## src/rtl/adder_acc_pkg.sv

```systemverilog
// Shared FSM encodings and sizing constants for adder_accumulator.
// Used by rtl/adder_accumulator.sv.
package adder_acc_pkg;

  localparam int STATE_W = 2;
  localparam int CNT_W   = 8;  // holds a frame length of up to 255 samples

  typedef enum logic [STATE_W-1:0] {
    ST_IDLE   = 2'd0,
    ST_ACCUM  = 2'd1,
    ST_OUTPUT = 2'd2
  } state_e;

endpackage

```

## src/rtl/ripple_carry_adder.sv

```systemverilog
// Plain ripple-carry adder.
// result_o[WIDTH] is the carry out of the most significant bit.
module ripple_carry_adder #(
  parameter int WIDTH = 4
) (
  input  logic [WIDTH-1:0] term1_i,
  input  logic [WIDTH-1:0] term2_i,
  output logic [WIDTH:0]   result_o
);

  always_comb begin : rca
    logic carry;
    carry    = 1'b0;
    result_o = '0;
    for (int i = 0; i < WIDTH; i++) begin
      result_o[i] = term1_i[i] ^ term2_i[i] ^ carry;
      carry       = (term1_i[i] & term2_i[i]) | (carry & (term1_i[i] ^ term2_i[i]));
    end
    result_o[WIDTH] = carry;
  end

endmodule

```

## src/rtl/adder_accumulator.sv

```systemverilog
// Sums COUNT unsigned samples per frame and presents the sum with a sticky overflow flag.
// Define ADDER_ACC_SAT_EN to saturate on overflow; by default the sum wraps.
module adder_accumulator
  import adder_acc_pkg::*;
#(
  parameter int WIDTH     = 4,
  parameter int COUNT     = 4,
  parameter int ACC_WIDTH = 6
) (
  input  logic                 i_clk,
  input  logic                 i_rst,
  input  logic                 i_valid,
  output logic                 o_ready,
  input  logic [WIDTH-1:0]     i_sample,
  output logic                 o_valid,
  input  logic                 i_ready,
  output logic [ACC_WIDTH-1:0] o_sum,
  output logic                 o_overflow
);

  localparam logic [CNT_W-1:0] COUNT_C = CNT_W'(COUNT);

  state_e               state_q, state_d;
  logic [ACC_WIDTH-1:0] acc_q, acc_d;
  logic [CNT_W-1:0]     cnt_q, cnt_d;
  logic                 ovf_q, ovf_d;
  logic [ACC_WIDTH-1:0] sample_ext;
  logic [ACC_WIDTH:0]   add_res;
  logic                 carry;
  logic                 accept;

  assign sample_ext = ACC_WIDTH'(i_sample);

  ripple_carry_adder #(.WIDTH(ACC_WIDTH)) u_adder (
    .term1_i  (acc_q),
    .term2_i  (sample_ext),
    .result_o (add_res)
  );

  assign carry   = add_res[ACC_WIDTH];
  assign o_ready = (state_q != ST_OUTPUT);
  assign accept  = i_valid & o_ready;

  // NOTE: every signal driven here gets a default first, so no path can infer a latch.
  always_comb begin
    state_d = state_q;
    acc_d   = acc_q;
    cnt_d   = cnt_q;
    ovf_d   = ovf_q;
    case (state_q)
      ST_IDLE: begin
        if (accept) begin
          acc_d   = sample_ext;
          cnt_d   = 8'd1;
          ovf_d   = 1'b0;
          state_d = (COUNT_C == 8'd1) ? ST_OUTPUT : ST_ACCUM;
        end
      end
      ST_ACCUM: begin
        if (accept) begin
          cnt_d = cnt_q + 8'd1;
          ovf_d = ovf_q | carry;
`ifdef ADDER_ACC_SAT_EN
          // Once saturated, stay pinned at all-ones until the next frame.
          acc_d = (carry || ovf_q) ? '1 : add_res[ACC_WIDTH-1:0];
`else
          acc_d = add_res[ACC_WIDTH-1:0];
`endif
          if (cnt_d == COUNT_C) state_d = ST_OUTPUT;
        end
      end
      ST_OUTPUT: begin
        if (i_ready) state_d = ST_IDLE;
      end
      default: state_d = ST_IDLE;
    endcase
  end

  // NOTE: sequential state uses non-blocking assignments so all registers update together.
  always_ff @(posedge i_clk) begin
    if (i_rst) begin
      state_q <= ST_IDLE;
      acc_q   <= '0;
      cnt_q   <= '0;
      ovf_q   <= 1'b0;
    end else begin
      state_q <= state_d;
      acc_q   <= acc_d;
      cnt_q   <= cnt_d;
      ovf_q   <= ovf_d;
    end
  end

  assign o_valid    = (state_q == ST_OUTPUT);
  assign o_sum      = acc_q;
  assign o_overflow = ovf_q;

endmodule

```

## config.mk

```make
export PLATFORM = sky130hd
export DESIGN_NAME = adder_accumulator
export DESIGN_NICKNAME = d
export VERILOG_FILES = /design/src/rtl/adder_acc_pkg.sv /design/src/rtl/ripple_carry_adder.sv /design/src/rtl/adder_accumulator.sv
export SDC_FILE = /design/constraint.sdc
export NUM_CORES = 1
export LEC_CHECK = 0
export CAP_MARGIN = 10
export CORE_MARGIN = 5
export CORE_UTILIZATION = 48
export CTS_BUF_LIST = sky130_fd_sc_hd__clkbuf_8
export CTS_CLUSTER_DIAMETER = 40
export DETAILED_ROUTE_END_ITERATION = 10
export GPL_ROUTABILITY_DRIVEN = 0
export PLACE_DENSITY_LB_ADDON = 0.15
export SYNTH_ARGS = -nofsm -noshare
export SYNTH_HDL_FRONTEND = slang
export SYNTH_SLANG_ARGS = --single-unit
```

## constraint.sdc

```tcl
create_clock -name i_clk -period 2 [get_ports i_clk]
set_input_delay 0.2 -clock i_clk [delete_from_list [all_inputs] [get_ports i_clk]]
set_output_delay 0.2 -clock i_clk [all_outputs]
set_load 0.02 [all_outputs]
```

* After elaboration in Yosys (flattened, before gate mapping)
Index checks and enable logic that the tools add are counted.
** Operators by class
- Order comparisons :: 0
- Reductions and logical operators :: 4
- Shifts and indexed selects :: 0
- Mux-type cells :: 14
- Add/sub/neg operators :: 1
- Bitwise logic cells :: 23
- Divide/modulo/power cells :: 0
- $mul :: 0
- Equality and inequality tests :: 8
** Operator list (count)
- 8-bit two-way mux :: 2
- 8-bit one-hot mux with 2 select lines :: 1
- 6-bit two-way mux :: 2
- 6-bit one-hot mux with 2 select lines :: 1
- 1-bit AND :: 10
- 1-bit XOR :: 9
- 8-bit by 1-bit adder with 8-bit output, second input constant :: 1
- 8-bit by 3-bit == test with 1-bit output, second input constant :: 1
- 2-bit two-way mux :: 4
- 2-bit inequality test, second input constant :: 4
- 2-bit one-hot mux with 3 select lines :: 1
- 1-bit bitwise OR :: 4
- 4-bit AND reduction :: 1
- 3-bit AND reduction :: 1
- 2-bit by 1-bit == test with 1-bit output, second input constant :: 1
- 2-bit == test, second input constant :: 1
- 2-bit zero test :: 1
- 1-bit two-way mux :: 2
- 2-bit by 1-bit inequality test with 1-bit output, second input constant :: 1
- 1-bit one-hot mux with 2 select lines :: 1
- 2-bit nonzero test :: 1
** Word-level totals
- Latch bits :: 0
- ROM bits :: 0
- Logic and storage cells :: 54
- Output and inout bits :: 9
- Register bits :: 17
- Memories :: 0
- Memory bits (writable) :: 0

* Logic depth before layout (Yosys ltp)
- Depth after elaboration :: 12
- Depth in mapped cells :: 10

* By module
A second synthesis with hierarchy kept.
** Unflattened totals
- Cell total of the unflattened synthesis :: 123
- Area, all modules :: 1012.2 um2
** By module, submodules not included
- adder_accumulator :: area each 854.6 um2, seq. area each 340.3 um2, cells an instance 106, instances 1
- ripple_carry_adder :: area each 157.7 um2, seq. area each 0.0 um2, cells an instance 17, instances 1

* Worst setup path before layout
No wires, ideal clock.
- Kind :: register to register
- Start :: register acc_q[0], in the netlist o_sum[0]
- End :: register acc_q[5], in the netlist o_sum[5]
- Data arrival time :: 2.099 ns
- Cell stages (with the launch flop) :: 11
- Path slack :: -0.231 ns
- Library setup time :: 0.132 ns
- Path buffers :: 0
- Clock period less this slack :: 2.231 ns
- Path through :: dfxtp_1 -> ha_1 -> fa_1 -> inv_1 -> fa_1 -> inv_1 -> fa_1 -> ha_1 -> ha_1 -> nand3_1 -> a21oi_1
** On the way
- Longest elaborated chain between the ends :: 11
** RTL lines
- start, declared :: line adder_accumulator.sv:24 : logic [ACC_WIDTH-1:0] acc_q, acc_d;
- start signal, assigned :: line adder_accumulator.sv:83 : acc_q <= '0;
- start signal, assigned :: line adder_accumulator.sv:88 : acc_q <= acc_d;
- 1-bit AND (2 in a row) :: line ripple_carry_adder.sv:17 : carry = (term1_i[i] & term2_i[i]) | (carry & (term1_i[i] ^ term2_i[i]));
- 1-bit bitwise OR :: line ripple_carry_adder.sv:17
- 1-bit AND :: line ripple_carry_adder.sv:17
- 1-bit bitwise OR :: line ripple_carry_adder.sv:17
- 1-bit AND :: line ripple_carry_adder.sv:17
- 1-bit bitwise OR :: line ripple_carry_adder.sv:17
- 1-bit AND :: line ripple_carry_adder.sv:17
- 1-bit XOR :: line ripple_carry_adder.sv:16 : result_o[i] = term1_i[i] ^ term2_i[i] ^ carry;
- 6-bit two-way mux :: line adder_accumulator.sv:60 : if (accept) begin
- 6-bit one-hot mux with 2 select lines :: line adder_accumulator.sv:50 : case (state_q)
No other way between the ends. The select of a mux whose other input is x is not followed.
A chain may end at the register's enable or synchronous reset.

* Worst setup path in the final report
Same ends and word-level chain as after synthesis.

==> reports/results.txt <==
Post-Synth Simple-Gate Area = 22.0%
Post-layout util = 65.5%
Max IR drop VDD = 0.465 mV
EDFF count, synth = 0
H-Tree Depth = 1
Initial Utilization = 49.7%
Total nets after synthesis = 130
Yosys cell types = 33
Initial antenna violation count = 0
Crit path capture type = flip-flop
Worst setup margin = -0.129 ns
Die ar. = 0.00301 mm2
Cts bufs inserted = 3
IO Count = 17
Failing checks = setup timing
CTS Sinks = 17
Avg WL per Cell = 12.9 um
Worst-path clk slew = 0.07 ns
WS Path Type = reg2reg
Top FF cell, synth = dfxtp_1
Total power = 752 uW
Post-synth ARST share = 0%
Final Skew = 0.00331 ns
Drt first pass iters = 4
First DRT Iteration DRCs = 17
Vias = 878
Global route hottest layer = met2
Compound-Gate Fraction of Synth Area = 18.7%
Fin. max-slew vios = 0
Largest family of logic cells by synthesized area = simple AND/OR/NAND/NOR gates
P_leak = 0.000483 uW
Layout fillers = 175
Core Area = 0.00194 mm2
Area growth from synthesis to layout = 31.7%
CP required = 2.19 ns
Syn. warnings = 0
Fmax achieved = 470 MHz
CTS Hold Bufs = 0
Hold Vio Cnt, Final = 0
N_diodes = 0
HP Start = o_sum[2]
DRT Wirelength = 2.05 mm
Nets = 149
# Max-Cap Violations = 0
Port bufs = 16
Final period util = 106%
Mapped cell area = 966 um2
Area leader, netlist = dfxtp_1
Largest cells by area after synthesis = dfxtp_1, ha_1, fa_1
Clock Latency Late Sink = 0.25 ns
Post-synthesis mux area share = 4.15%
FF-to-FF Start = o_sum[0]
Maximum clock path buffer count = 2
Worst slew pin tran = 0.353 ns
Worst Hold End = o_sum[2]
FF-to-FF setup slack = -0.13 ns
M2 GR Usage = 25.4%
Vias/cell = 5.52
Die W = 54.9 um
Max-slew headroom at the worst pin = 76.4%
Layout cells sized above 1 = 18.9%
Unrepaired setup endpoints after global routing = true
Post-Route Setup TNS = -0.184 ns
HP Class = reg2reg
Crit start category = flip-flop
Adder-cell area share of the yosys netlist = 12.7%
Reg area = 344 um2
Post-synthesis sequential area ratio = 35.2%
Post-route DRC violation count = 0
DP HPWL = 1.46 mm
Cell count of the worst hold path = 2
Post-Syn Area per Cell = 8.47 um2
First-pass GRT wire length = 3.57 mm
Routed Antenna Nets = 0
Vias in the first global route = 789
Setup violators final = 2
Worst-case reg-to-reg path depth = 10
Largest net degree at the start of global routing = 20
GR Util met1 = 22.5%
Root Buffer = clkbuf_8
Period minus WS final = 2.13 ns
#FFs+latches synth = 17
XOR/XNOR Fraction of Synth Area = 0.907%
Reg-to-reg endpoint = o_sum[5]
Area fraction of the dominant cell type after synthesis = 35.2%
CTS tree = built
Crit Path Max Fanout = 2
Cell Rows = 16
Multi-input logic area = 622 um2
Grt met3 use = 4.36%
Die height = 54.9 um
Total gr overflow = 0
GR Util All Layers = 16.4%
Worst EP arrival = 2.32 ns
Post-Synthesis Cells = 114
Status = finished with violations
Pwr/cell area = 591 mW/mm2
## registers in the layout, indices dropped and copies added, names as in the netlist
name and count:
state_q 2, o_sum 6, o_overflow 1, cnt_q 8
## worst max-delay path by stage
stage / startpoint / endpoint / slack [ns] / cells past startpoint
finish: o_sum[0] / o_sum[5] / -0.13 / 10
global route: o_sum[0] / o_sum[5] / -0.19 / 10
CTS: o_sum[0] / o_sum[5] / -0.12 / 10
detailed placement: i_sample[0] / o_sum[5] / -0.49 / 11
global placement: i_sample[0] / o_sum[5] / -0.45 / 11
floorplan: o_sum[0] / o_sum[5] / -0.1 / 10
## cell usage after synthesis, types with 2 or more instances
| cell type | number |
|---|---|
| o21ai_0 | 4 |
| nand3_1 | 5 |
| nor2_1 | 16 |
| mux2i_1 | 4 |
| ha_1 | 5 |
| clkbuf_1 | 3 |
| nand3b_1 | 2 |
| nand2b_1 | 3 |
| buf_2 | 4 |
| fa_1 | 3 |
| a211oi_1 | 4 |
| inv_1 | 6 |
| nand2_1 | 9 |
| dfxtp_1 | 17 |
| and3_1 | 2 |
| a21oi_1 | 9 |
| nor4_1 | 2 |
## power breakdown
group	internal, uW	switching [uW]
Clock	138	122
Combinational	64.5	67.3
Sequential	350	9.89
Total	552	199
## per-layer routing
metal,vias to the layer above,wire (um),part of all wire (%)
li1,436,-,-
met1,416,960,47
met2,22,971,47
met3,4,91,4.4
met4,0,24,1.2
met5,-,0,0
## cell usage in the layout (no fill, tap or decap), types with 2 or more instances in the layout
cell,n
a211oi_1,4
a21oi_1,7
a21oi_2,2
and3_1,2
buf_4,6
clkbuf_8,3
clkdlybuf4s50_1,15
dfxtp_1,16
fa_2,3
ha_1,2
ha_4,3
inv_1,4
inv_2,2
mux2i_1,4
nand2_1,9
nand2b_1,3
nand3_1,4
nand3b_1,2
nor2_1,16
nor4_1,2
o21ai_0,4
## critical path: stages (launching register included)
cell,delay (ns)
dfxtp_4,0.35
ha_4,0.15
fa_2,0.33
inv_2,0.06
fa_2,0.18
inv_2,0.04
fa_2,0.34
ha_4,0.17
ha_4,0.25
nand3_2,0.07
a21oi_2,0.13
## kinds of logic after synthesis
logic type / count (synthesis)
simple gates: 44
compound gates: 26
flops: 17
buf+inv: 14
fa+ha+maj: 8
mux: 4
xor+xnor: 1
## layout make-up
type / instances / area share [%]
clock buffer: 3 / 3.24
tap: 27 / 2.65
clock inverter: 1 / 0.393
timing repair buffer: 22 / 16.0
sequential: 17 / 27.0
multi-input combinational: 83 / 48.9
inverter: 6 / 1.77
## what timing repair did
action,in CTS,in global routing
endpoints found under the hold margin,0,0
gates cloned,0,0
setup buffers,0,1
setup endpoints to repair,4,4
resized for setup,1,6
pin swaps,4,2
## stage by stage
stage	setup WS (ns)	std cells	hold WS, ns	instance area [um2]
2_1_floorplan	-0.0956	114	0.379	992
3_3_place_gp	-0.453	154	0.461	1180
3_5_place_dp	-0.488	154	0.466	1180
4_1_cts	-0.124	158	0.476	1230
5_1_grt	-0.186	159	0.524	1270
6_report	-0.129	159	0.474	1270
No activity file was read; power rests on OpenSTA's default activity.
==> edit: new RTL, config.mk and constraints unchanged <==
Re-encode `state_e` (3 states) as one-hot, 3 bits wide.
--- a/src/rtl/adder_acc_pkg.sv
+++ b/src/rtl/adder_acc_pkg.sv
@@ -5,10 +5,10 @@
   localparam int STATE_W = 2;
   localparam int CNT_W   = 8;  // holds a frame length of up to 255 samples
 
-  typedef enum logic [STATE_W-1:0] {
-    ST_IDLE   = 2'd0,
-    ST_ACCUM  = 2'd1,
-    ST_OUTPUT = 2'd2
+  typedef enum logic [2:0] {
+    ST_IDLE   = 3'b001,
+    ST_ACCUM  = 3'b010,
+    ST_OUTPUT = 3'b100
   } state_e;
 
 endpackage
Check against the original RTL: no difference found for any inputs over 10 cycles, from zero or initial values and one cycle with i_rst high; not proved beyond that.
==> edit against the unedited design <==
- the flow still finishes with violations (setup timing)
- synthesized area rose by 23%
- first-iteration DRC count grew 100%
- total power increased by 14%
- setup slack improved by 0.017 ns
- cell area up 18%
- routed wire length rose by 42%
- critical path depth did not move
- sequential cell count grew 1
- critical path type unchanged
- largest cell class unchanged
- largest power group unchanged
==> edit: results (changes against the unedited design) <==
- Worst IR Drop VDD: 0.363 mV (-22%)
- Switching Share: 27.2% (+0.69 points)
- P_leak: 0.515 nW (+6.8%)
- Combinational cell power: 163 uW (+23%)
- Hold crit path type: in2reg
- Synth Area in XOR/XNOR: 1.47% (+0.56 points)
- Top post-synthesis cells by count: dfxtp_1, nor2_1, a21oi_1, inv_1, a211oi_1
- Int Power: 626 uW (+13%)
- GR Layer Usage met2: 30.9% (+5.5 points)
- Routed length per instance: 15.9 um (+24%)
- Met3 WL: 78 um (-14%)
- # setup viols final: 2 (unchanged)
- Layout cells sized above 1: 23.0% (+4.1 points)
- Pre-CTS WS: -0.515 ns (-0.0271 ns)
- Grt met1 use: 20.9% (-1.6 points)
- Failing checks: setup timing
- Number of global-route vias before repair: 1,103 (+40%)
- Post-DP HPWL: 2160 um (+47%)
- Status: finished with violations
- Mux cell area share after synthesis: 3.36% (-0.79 points)
- Setup WS post-layout: -0.112 ns (+0.0168 ns)
- Synth area leaders: dfxtp_1, ha_1, fa_1, nor2_1, a211oi_1
- Compound-cell area share of the yosys netlist: 23.2% (+4.5 points)
- Hold worst-path end: o_sum[0]$_SDFFE_PP0P_
- Hold Path Origin: i_sample[0]
- Clk_skew: 0.00437 ns (+0.00106 ns)
- Worst-Margin Slew: 0.440 ns (+0.0871 ns)
- Register area share after synthesis: 30.2% (-5.0 points)
- Global-route wire length before repair: 4800 um (+35%)
## edit: what timing repair did
item                                    CTS  global route
endpoints found under the setup margin    4             4
resized for setup                         2             0
pin swaps                                 2             0
gates cloned                              0             0
hold buffers                              0             0
## edit: cell families after synthesis
logic type	after synthesis
AOI/OAI and AO/OA	36
muxes	4
buffers and inverters	18
DFF	18
and+or+nand+nor	48
adders and majority gates	8
xor gates and xnor gates	2
## edit: area by class of cell
| cell class | count | area, um2 |
|---|---|---|
| Inverter | 7 | 26.3 |
| Clock buffer | 4 | 55.1 |
| Sequential cell | 18 | 364 |
| Multi-Input combinational cell | 98 | 788 |
| Tap cell | 30 | 37.5 |
| Timing Repair Buffer | 25 | 226 |
| Fill cell | 217 | 935 |
## edit: stage by stage
step,std cells,instance area (um2),hold WS (ns)
global placement,178,1440,0.490
finish,182,1500,0.460
floorplan,134,1240,0.423
global route,182,1500,0.483
CTS,182,1500,0.463
detailed placement,178,1440,0.517
